### config.mk
export PLATFORM = sky130hd
export DESIGN_NAME = readout_frame_builder
export DESIGN_NICKNAME = d
export VERILOG_FILES = /design/src/rtl/readout_frame_builder.sv
export SDC_FILE = /design/constraint.sdc
export NUM_CORES = 1
export LEC_CHECK = 0
export BUFFER_PORTS_ARGS = -buffer_cell sky130_fd_sc_hd__buf_2
export CORE_ASPECT_RATIO = 0.8
export CORE_UTILIZATION = 45
export DETAILED_ROUTE_END_ITERATION = 16
export GPL_TIMING_DRIVEN = 0
export PLACE_DENSITY = 0.73
export SETUP_SLACK_MARGIN = 0.5
export SLEW_MARGIN = 20
export SYNTH_ARGS = -nofsm -noshare
export SYNTH_HDL_FRONTEND = slang
export SYNTH_SLANG_ARGS = --single-unit
### constraint.sdc
create_clock -name clk -period 1.5 [get_ports clk]
set_input_delay 0.15 -clock clk [delete_from_list [all_inputs] [get_ports clk]]
set_output_delay 0.15 -clock clk [all_outputs]
set_load 0.01 [all_outputs]
### src/rtl/readout_frame_builder.sv
// Wraps words drained from a channel FIFO into header/payload/trailer frames.
// Payload passes through combinationally; over-length payloads are truncated.
module readout_frame_builder #(
    parameter int DATA_W    = 16,
    parameter int N_CH      = 5,
    parameter int MAX_WORDS = 32
) (
    input  logic              clk,
    input  logic              reset,
    input  logic              rd_start_i,
    input  logic [2:0]        ch_sel_i,
    input  logic [DATA_W-1:0] in_data_i,
    input  logic              in_valid_i,
    input  logic              in_last_i,
    output logic              in_ready_o,
    output logic [DATA_W-1:0] out_data_o,
    output logic              out_valid_o,
    input  logic              out_ready_i,
    output logic              busy_o,
    output logic              frame_done_o,
    output logic              err_o
);

    typedef enum logic [2:0] {
        IDLE,
        HEADER,
        PAYLOAD,
        DRAIN,
        TRAILER
    } state_t;

    localparam logic [3:0] NCH_L    = 4'(N_CH);
    localparam logic [7:0] LAST_CNT = 8'(MAX_WORDS - 1);

    state_t     state_q, state_d;
    logic [2:0] ch_q, ch_d;
    logic [7:0] seq_q, seq_d;
    logic [7:0] cnt_q, cnt_d;
    logic       trunc_q, trunc_d;
    logic       err_q, err_d;
    logic       done_q, done_d;
    logic       ch_ok;

    assign ch_ok        = {1'b0, ch_sel_i} < NCH_L;
    assign busy_o       = state_q != IDLE;
    assign frame_done_o = done_q;
    assign err_o        = err_q;

    always_comb begin
        state_d     = state_q;
        ch_d        = ch_q;
        seq_d       = seq_q;
        cnt_d       = cnt_q;
        trunc_d     = trunc_q;
        err_d       = err_q;
        done_d      = 1'b0;
        out_valid_o = 1'b0;
        in_ready_o  = 1'b0;
        out_data_o  = '0;

        // A start is only legal from IDLE and for an existing channel
        if (rd_start_i && (state_q != IDLE || !ch_ok)) begin
            err_d = 1'b1;
        end

        unique case (state_q)
            IDLE: begin
                if (rd_start_i && ch_ok) begin
                    ch_d    = ch_sel_i;
                    cnt_d   = 8'd0;
                    trunc_d = 1'b0;
                    state_d = HEADER;
                end
            end
            HEADER: begin
                out_valid_o       = 1'b1;
                out_data_o[15:0]  = {4'hA, 1'b0, ch_q, seq_q};
                if (out_ready_i) begin
                    state_d = PAYLOAD;
                end
            end
            PAYLOAD: begin
                out_valid_o = in_valid_i;
                out_data_o  = in_data_i;
                in_ready_o  = out_ready_i;
                if (in_valid_i && out_ready_i) begin
                    cnt_d = 8'(cnt_q + 8'd1);
                    if (in_last_i) begin
                        state_d = TRAILER;
                    end else if (cnt_q == LAST_CNT) begin
                        trunc_d = 1'b1;
                        state_d = DRAIN;
                    end
                end
            end
            DRAIN: begin
                in_ready_o = 1'b1;
                if (in_valid_i && in_last_i) begin
                    state_d = TRAILER;
                end
            end
            TRAILER: begin
                out_valid_o      = 1'b1;
                out_data_o[15:0] = {4'hE, trunc_q, 3'b000, cnt_q};
                if (out_ready_i) begin
                    seq_d   = 8'(seq_q + 8'd1);
                    done_d  = 1'b1;
                    state_d = IDLE;
                end
            end
            default: state_d = IDLE;
        endcase
    end

    always_ff @(posedge clk) begin
        if (reset) begin
            state_q <= IDLE;
            ch_q    <= 3'd0;
            seq_q   <= 8'd0;
            cnt_q   <= 8'd0;
            trunc_q <= 1'b0;
            err_q   <= 1'b0;
            done_q  <= 1'b0;
        end else begin
            state_q <= state_d;
            ch_q    <= ch_d;
            seq_q   <= seq_d;
            cnt_q   <= cnt_d;
            trunc_q <= trunc_d;
            err_q   <= err_d;
            done_q  <= done_d;
        end
    end

endmodule

==> run_results.csv, run 1 <==
group,metric,value,unit
status,status,"finished, violations left",
status,violations,"setup timing",
place,io_buffers,44,
place,dp.final_hpwl,3230,um
grt,grt_pass1_wl,7610,um
timing,hold_slack,0.126,ns
grt,met3_usage,0.0558,
floorplan,die_w,68.7,um
hold_path,min_from,"ch_sel_i[1]",
grt,grt_busiest_layer,"met2",
clocking,cts_max_level,1,
timing,hold_violations,0,
place,dp.cells,287,
logic_synthesis,synth_area_leader_cell,"dfxtp_1",
cells_and_area,drive_gt1_frac,0.578,
logic_synthesis,syn_area_per_cell,7.88,um^2
timing,setup_ws,-0.209,ns
critical_path,r2r_cells,6,
grt,grt_max_degree,15,
timing,setup_violations,39,
logic_synthesis,synthesis.nets,230,
floorplan,io_pins,46,
clocking,clockBufferDepth,2,
logic_synthesis,synth_top_flop_cell,"dfxtp_1",
critical_path,path_max_fanout,8,
logic_synthesis,synth.ff_latch_count,25,
critical_path,path_delay_family,"buffers and inverters",
cells_and_area,final_nets,305,
pwr,share_seq_of_total_power,0.253,
grt,grt_pass1_vias,1546,
clocking,cts_sinks,25,
critical_path,cp_num_buf_inv,3,
critical_path,reg2reg_to,"state_q[1]",
pwr,clockPowerShare,0.137,
critical_path,cp-start-kind,"register",
critical_path,critical-path-max-stage-delay,0.37,ns
pwr,ir_drop,0.000851,V
cells_and_area,diodes,0,
floorplan,coreArea,3240,um^2
logic_synthesis,async_flop_share,0,
floorplan,rows,18,
place,dp_slack,-0.125,ns
critical_path,worst_setup_path_end_kind,"output port",
drt,avgViaCountPerCell,6.07,
drt,firstDrtPassIters,4,
floorplan,die_h,55.3,um
timing,max_freq,0.585,GHz
pwr,p_per_area,1220,nW/um^2
cells_and_area,layout_common_cells,"buf_2, buf_6, dfxtp_1",
critical_path,crit_top_cell,"nor2b_4",
timing,worst_pin_slew,0.597,ns
drt,drc,0,
pwr,p_leak,1.02,nW
drt,via_count,1923,
grt,grtUsageMet1,0.383,
pwr,p_sw,1.29,mW
pwr,comb_power_share,0.610,
pwr,p_sw_frac,0.412,
timing,fin_skew,0.00282,ns
cells_and_area,postLayoutCoreUtil,0.787,
logic_synthesis,synth_edf_count,0,
logic_synthesis,syn_area,1600,um^2
clocking,cts-buffers-inserted,3,
grt,grt_usage,0.267,
drt,wire_per_inst,18.1,um
clocking,cts_tree,"yes",
logic_synthesis,ys_warn_count,0,
floorplan,initial_utilization,0.493,
floorplan,die-area,3800,um^2
clocking,cts-root-buf,"clkbuf_8",
cells_and_area,area_growth,59.5,%
drt,wl,5730,um
critical_path,rrSetupSlack,-0.14,ns
timing,relSlewSlack,0.602,
hold_path,holdPathStages,3,
pwr,power.internal,1.83,mW
place,place_congestion,0.917,
critical_path,critPathSlowestCell,"dfxtp_4",
drt,ant_nets,0,
logic_synthesis,synth.distinct_cells,44,
critical_path,critical_path_arrival,1.56,ns
grt,grt_antenna_before_repair,0,
clocking,clk_pin_slew_worst_paths,0.09,ns
cells_and_area,fin_cells,317,
timing,period_needed,1.71,ns
timing,finalSetupTns,-3.64,ns
critical_path,crit_type,"reg2out",
timing,min_period_over_period,1.14,
logic_synthesis,synth_cells,203,
logic_synthesis,yosysSeqAreaShare,0.313,
logic_synthesis,synth_area_leaders,"dfxtp_1, a22oi_1, nor2_1",
clocking,clkLatencyLatePin,0.28,ns
drt,drt_iter0_markers,142,
logic_synthesis,synth_top_area_share,0.313,
hold_path,min_path_type,"in2reg",
critical_path,required,1.35,ns
timing,final_max_slew_viol_count,0,
cells_and_area,layout_commonest_cell,"buf_2",
critical_path,crit_chain,"buf_8 -> nor2b_4 -> nor2b_4 -> buf_6 -> nand2_1 -> o21ai_1 -> buf_2",
critical_path,r2r_start,"state_q[2]",
timing,rsz0062_at_grt,"yes",
grt,use_met2,0.406,
grt,grt_overflow_total,0,
run,cap_violations,0,
hold_path,hold_end,"ch_q[1]",
-- what timing repair did --
| action | CTS | global route |
|---|---|---|
| cloned | 3 | 1 |
| hold buffers | 0 | 0 |
| endpoints found under the setup margin | 44 | 44 |
| resized for setup | 38 | 57 |
| pin swaps | 22 | 22 |
| setup buffers | 13 | 9 |
-- cell families after synthesis --
kind of cell	synth area share
buffers and inverters	0.0852
xor gates and xnor gates	0.0383
muxes	0.0250
and+or+nand+nor	0.263
DFF	0.313
AOI/OAI and AO/OA	0.260
adders and majority gates	0.0156
-- worst max path at each step --
stage	startpoint	cells after the start	end
after detailed placement	state_q[1]	7	out_data_o[3]
after global routing	state_q[1]	7	out_data_o[0]
after CTS	state_q[1]	7	out_data_o[1]
after floorplan	state_q[1]	4	state_q[1]
after global placement	state_q[1]	7	out_data_o[3]
final	state_q[1]	7	out_data_o[0]
-- state kept, by name, indices dropped and copies added (netlist names) --
| register | flops |
|---|---|
| cnt_q | 8 |
| seq_q | 8 |
| ch_q | 3 |
| state_q | 3 |
| err_o | 1 |
| frame_done_o | 1 |
| trunc_q | 1 |
-- routing by layer --
layer / wire length, um / share of wire
met4: 233 / 0.041
met2: 2670 / 0.47
met5: 0 / 0
met3: 489 / 0.085
met1: 2340 / 0.41
-- stage by stage --
| stage | power (mW) | cell area, um^2 |
|---|---|---|
| finish | 3.12 | 2550 |
| CTS | 2.65 | 2260 |
| floorplan | 1.57 | 1670 |
| global placement | 1.89 | 1940 |
| global route | 3.26 | 2550 |
| detailed placement | 1.91 | 1940 |
-- power by group through the flow --
stage / sequential (mW) / combinational (mW) / clock, mW
2_1_floorplan: 0.767 / 0.806 / 0
3_3_place_gp: 0.779 / 1.11 / 0
3_5_place_dp: 0.779 / 1.13 / 0
4_1_cts: 0.770 / 1.46 / 0.422
5_1_grt: 0.794 / 2.01 / 0.450
6_report: 0.790 / 1.90 / 0.428
-- synthesized netlist by cell type, types with 2 or more instances --
| library cell | instances |
|---|---|
| a21oi_1 | 15 |
| a22oi_1 | 12 |
| and2_1 | 2 |
| and3_1 | 4 |
| buf_2 | 4 |
| buf_4 | 4 |
| buf_6 | 3 |
| clkbuf_1 | 5 |
| dfxtp_1 | 25 |
| ha_1 | 2 |
| inv_1 | 8 |
| mux2i_1 | 4 |
| nand2_1 | 16 |
| nand2b_1 | 4 |
| nand3_1 | 2 |
| nand4_1 | 8 |
| nor2_1 | 22 |
| nor2b_1 | 6 |
| nor3_1 | 3 |
| o2111ai_1 | 2 |
| o21ai_0 | 16 |
| o31ai_1 | 5 |
| or2_1 | 2 |
| or4_1 | 4 |
| xor2_1 | 6 |
-- layout make-up --
class	instances	area (um^2)
multi-input combinational	153	1250
fill	211	691
sequential	25	518
timing repair buffer	70	465
buffer	16	185
tap	40	50.0
clock buffer	3	41.3
inverter	9	38.8
clock inverter	1	5.00
-- tightest hold or removal path, delay by kind of cell --
kind	cells	cell delay, ns
simple gates	1	0.07
buf+inv	1	0.09
mux	1	0.06
Power figures use the tool's default switching activity.
==> run 2: changes to the inputs <==
--- a/config.mk
+++ b/config.mk
@@ -7,12 +7,12 @@
 export LEC_CHECK = 0
 export BUFFER_PORTS_ARGS = -buffer_cell sky130_fd_sc_hd__buf_2
 export CORE_ASPECT_RATIO = 0.8
-export CORE_UTILIZATION = 45
+export CORE_UTILIZATION = 46
 export DETAILED_ROUTE_END_ITERATION = 16
 export GPL_TIMING_DRIVEN = 0
-export PLACE_DENSITY = 0.73
+export PLACE_DENSITY = 0.75
 export SETUP_SLACK_MARGIN = 0.5
-export SLEW_MARGIN = 20
+export SLEW_MARGIN = 30
 export SYNTH_ARGS = -nofsm -noshare
 export SYNTH_HDL_FRONTEND = slang
 export SYNTH_SLANG_ARGS = --single-unit
==> run_results.csv, run 2 (same netlist as run 1, synthesis figures left out) <==
group,metric,value,unit
status,status,"finished, violations left",
status,violations,"setup timing",
pwr,p_sw_frac,0.405,
floorplan,initial_utilization,0.500,
clocking,clkLatencyLatePin,0.27,ns
timing,hold_violations,0,
timing,setup_ws,-0.135,ns
pwr,share_seq_of_total_power,0.242,
critical_path,critical_path_arrival,1.48,ns
drt,drc,0,
clocking,cts-buffers-inserted,3,
pwr,clockPowerShare,0.130,
critical_path,crit_type,"reg2out",
drt,via_count,1957,
clocking,cts_sinks,25,
grt,grt_overflow_total,0,
clocking,cts-root-buf,"clkbuf_8",
clocking,clockBufferDepth,2,
floorplan,die_w,67.9,um
critical_path,required,1.35,ns
grt,grt_pass1_wl,7850,um
critical_path,cp-startpoint,"state_q[1]",
drt,ant_nets,0,
run,cap_violations,0,
timing,final_max_slew_viol_count,0,
timing,fin_skew,0.00176,ns
grt,grt_max_degree,15,
floorplan,rows,18,
cells_and_area,layout_commonest_cell,"buf_2",
clocking,cts_tree,"yes",
hold_path,min_from,"ch_sel_i[1]",
critical_path,path_max_fanout,7,
pwr,p_per_area,1250,nW/um^2
pwr,comb_power_share,0.628,
drt,drt_iter0_markers,155,
drt,avgViaCountPerCell,6.15,
hold_path,min_path_type,"in2reg",
grt,grt_usage,0.294,
place,dp_slack,-0.0735,ns
critical_path,r2r_start,"state_q[1]",
floorplan,die_h,54.8,um
floorplan,coreArea,3200,um^2
critical_path,cp-start-kind,"register",
pwr,ir_drop,0.00152,V
place,io_buffers,44,
pwr,power.total,3.23,mW
clocking,clk_pin_slew_worst_paths,0.09,ns
drt,wire_per_inst,18.9,um
drt,firstDrtPassIters,8,
clocking,cts_max_level,1,
pwr,p_leak,1.04,nW
critical_path,critical-path-max-stage-delay,0.37,ns
critical_path,worst_setup_path_end_kind,"output port",
timing,relSlewSlack,0.556,
cells_and_area,drive_gt1_frac,0.576,
critical_path,critPathSlowestCell,"dfxtp_4",
critical_path,crit_chain,"nor2b_4 -> buf_6 -> buf_4 -> a22oi_2 -> o21ai_2 -> buf_2",
cells_and_area,reg_top3,"cnt_q (8), seq_q (8)",
grt,grt_pass1_vias,1658,
cells_and_area,final_nets,306,
grt,grt_antenna_before_repair,0,
timing,max_freq,0.612,GHz
cells_and_area,layout_common_cells,"buf_2, dfxtp_1, nor2_1, buf_4, buf_6",
place,place_congestion,0.858,
place,dp.final_hpwl,3170,um
pwr,power.internal,1.92,mW
timing,hold_slack,0.140,ns
floorplan,die-area,3720,um^2
pwr,p_sw,1.31,mW
cells_and_area,diodes,0,
cells_and_area,design_area,2590,um^2
timing,setup_violations,26,
floorplan,io_pins,46,
timing,min_period_over_period,1.09,
drt,wl,6000,um
timing,rsz0062_at_grt,"yes",
cells_and_area,postLayoutCoreUtil,0.810,
timing,worst_pin_slew,0.666,ns
cells_and_area,area_growth,61.9,%
timing,period_needed,1.63,ns
place,place_area,1940,um^2
[run 2: area by class of cell]
class	instances	area, um^2
Tap cell	40	50.0
Clock inverter	1	5.00
Sequential cell	25	515
Buffer	16	208
Fill cell	197	607
Clock buffer	3	41.3
Multi-Input combinational cell	153	1260
Timing Repair Buffer	71	467
Inverter	9	41.3
[run 2: power groups by stage]
stage          Clock (mW)  Sequential, mW  Combinational [mW]
2_1_floorplan           0           0.767               0.806
3_3_place_gp            0           0.776                1.11
3_5_place_dp            0           0.778                1.13
4_1_cts             0.410           0.767                1.70
5_1_grt             0.439           0.787                2.11
6_report            0.419           0.782                2.03
[run 2: worst paths after layout]
check | to | slack [ns] | cells after the start
worst max-delay path | out_data_o[0] | -0.13 | 6
worst min-delay path | ch_q[1] | 0.14 | 3
worst max register to register | cnt_q[2] | -0.09 | 7
worst min register to register | trunc_q | 0.48 | 2
[run 2: metal layers]
layer | wire, um | vias up | track usage
met4 | 195 | 0 | 0.101
met1 | 2350 | 919 | 0.360
met5 | 0 | - | 0
li1 | - | 893 | -
met2 | 2980 | 123 | 0.518
met3 | 473 | 22 | 0.0542
[run 2: worst max-delay path, delay by kind of cell (launching register included)]
family	cells	cell delay [ns]
buffers and inverters	3	0.41
and+or+nand+nor	1	0.12
DFF	1	0.37
AOI/OAI and AO/OA	2	0.31
[run 2: repair_timing]
action / CTS / global route
cloned: 2 / 1
pin swaps: 19 / 19
setup endpoints to repair: 44 / 44
endpoints found under the hold margin: 0 / 0
hold buffers: 0 / 0
setup buffers: 22 / 2
gates resized for setup: 55 / 44
[run 2: through the flow]
| step | std cells | TNS, ns |
|---|---|---|
| finish | 318 | -1.73 |
| global route | 318 | -3.26 |
| CTS | 315 | -1.01 |
| detailed placement | 287 | -0.446 |
| global placement | 287 | -0.486 |
| floorplan | 203 | 0 |
==> run 3: changes to the inputs <==
--- a/config.mk
+++ b/config.mk
@@ -11,8 +11,8 @@
 export DETAILED_ROUTE_END_ITERATION = 16
 export GPL_TIMING_DRIVEN = 0
 export PLACE_DENSITY = 0.75
-export SETUP_SLACK_MARGIN = 0.5
-export SLEW_MARGIN = 30
+export SETUP_SLACK_MARGIN = 0.1
+export SLEW_MARGIN = 20
 export SYNTH_ARGS = -nofsm -noshare
 export SYNTH_HDL_FRONTEND = slang
 export SYNTH_SLANG_ARGS = --single-unit
==> run_results.csv, run 3 (same netlist as run 1, synthesis figures left out) <==
group,metric,value,unit
grt,grt_pass1_vias,1531,
place,dp.final_hpwl,3100,um
cells_and_area,area_growth,64.4,%
clocking,cts_hold_buf,0,
drt,ant_nets,0,
run,cap_violations,0,
hold_path,min_path_type,"in2reg",
clocking,clk_pin_slew_worst_paths,0.09,ns
cells_and_area,reg_top3,"cnt_q (8), seq_q (8)",
grt,grt_max_degree,16,
drt,wl,6200,um
floorplan,initial_utilization,0.500,
timing,setup_violations,24,
timing,worst_pin_slew,0.689,ns
timing,relSlewSlack,0.541,
clocking,cts_max_level,1,
drt,wire_per_inst,19.3,um
grt,met3_usage,0.0458,
drt,via_count,1940,
drt,firstDrtPassIters,5,
cells_and_area,layout_commonest_cell,"buf_2",
cells_and_area,layout_common_cells,"buf_2, buf_4, nor2_1",
pwr,power.total,3.13,mW
grt,use_met2,0.454,
cells_and_area,fin_cells,322,
floorplan,io_pins,46,
cells_and_area,final_nets,310,
timing,min_period_over_period,1.10,
cells_and_area,diodes,0,
floorplan,die_h,54.8,um
pwr,p_per_area,1190,nW/um^2
place,io_buffers,44,
critical_path,required,1.35,ns
clocking,cts-root-buf,"clkbuf_8",
timing,period_needed,1.65,ns
critical_path,crit_type,"reg2out",
critical_path,worst_setup_path_end_kind,"output port",
status,status,"finished, violations left",
timing,final_max_slew_viol_count,0,
grt,grt_antenna_before_repair,0,
cells_and_area,drive_gt1_frac,0.578,
timing,fin_skew,0.0106,ns
timing,finalSetupTns,-2.00,ns
clocking,clkLatencyLatePin,0.28,ns
drt,drc,0,
clocking,cts_tree,"yes",
grt,grt_busiest_layer,"met2",
place,place_congestion,0.848,
floorplan,die-area,3720,um^2
floorplan,rows,18,
critical_path,critical_path_arrival,1.50,ns
floorplan,coreArea,3200,um^2
place,dp.cells,287,
drt,drt_iter0_markers,155,
clocking,cts-buffers-inserted,3,
grt,grt_pass1_wl,7370,um
timing,hold_violations,0,
drt,avgViaCountPerCell,6.02,
timing,rsz0062_at_grt,"yes",
grt,grt_overflow_total,0,
timing,max_freq,0.606,GHz
pwr,p_leak,1.06,nW
critical_path,cp-start-kind,"register",
critical_path,path_max_fanout,7,
floorplan,die_w,67.9,um
clocking,cts_sinks,25,
grt,grt_usage,0.273,
timing,setup_ws,-0.151,ns
grt,grtUsageMet1,0.364,
pwr,ir_drop,0.00106,V
clocking,clockBufferDepth,2,
status,violations,"setup timing",
run 3: cell count changes in the layout (fill, tap and decap cells not counted), sizes merged:
cell | before | now
clkbuf | 7 | 8
buf | 83 | 86
clkinvlp | 0 | 1
clkinv | 1 | 0
run 3: final timing paths:
path               start           to  depth (start not counted)  slack [ns]
min          ch_sel_i[0]      ch_q[0]                          3        0.15
min reg2reg      trunc_q      trunc_q                          2        0.47
max           state_q[1]  out_valid_o                          6       -0.15
max reg2reg   state_q[1]     cnt_q[5]                          6       -0.11
run 3: cell type report:
| type | count | area, um^2 |
|---|---|---|
| multi-input combinational | 153 | 1280 |
| fill | 181 | 567 |
| sequential | 25 | 519 |
| timing repair buffer | 75 | 505 |
| buffer | 16 | 189 |
| tap | 40 | 50.0 |
| clock buffer | 3 | 41.3 |
| inverter | 9 | 38.8 |
| clock inverter | 1 | 7.51 |
run 3: where the power goes:
group,leakage (nW),switching [mW],internal [mW]
Clock,0.0217,0.236,0.189
Sequential,0.207,0.0645,0.716
Combinational,0.827,1.01,0.918
run 3: layer usage:
layer | vias to the layer above | share of wire
met4 | 0 | 0.025
li1 | 896 | -
met1 | 923 | 0.42
met5 | - | 0
met2 | 102 | 0.48
met3 | 19 | 0.079
run 3: through the flow:
stage / setup WS (ns) / hold slack [ns] / cell area, um^2 / util
2_1_floorplan: 0.126 / 0.291 / 1600 / -
3_3_place_gp: -0.110 / 0.415 / 1870 / 0.585
3_5_place_dp: -0.145 / 0.427 / 1870 / 0.585
4_1_cts: -0.0991 / 0.145 / 2270 / 0.709
5_1_grt: -0.211 / 0.159 / 2630 / 0.823
6_report: -0.151 / 0.149 / 2630 / 0.823
run 3: worst max-delay path, cell delays in order, from the launching register on:
cell and delay [ns]:
dfxtp_2 0.38, nor2b_4 0.18, buf_6 0.16, clkbuf_16 0.16, a21oi_2 0.06, o21ai_1 0.14, buf_2 0.15
run 3: timing repair:
| item | CTS | global route |
|---|---|---|
| pin swaps | 17 | 23 |
| resized for setup | 57 | 61 |
| endpoints found under the setup margin | 39 | 39 |
| cloned | 2 | 1 |
| buffers inserted | 16 | 12 |
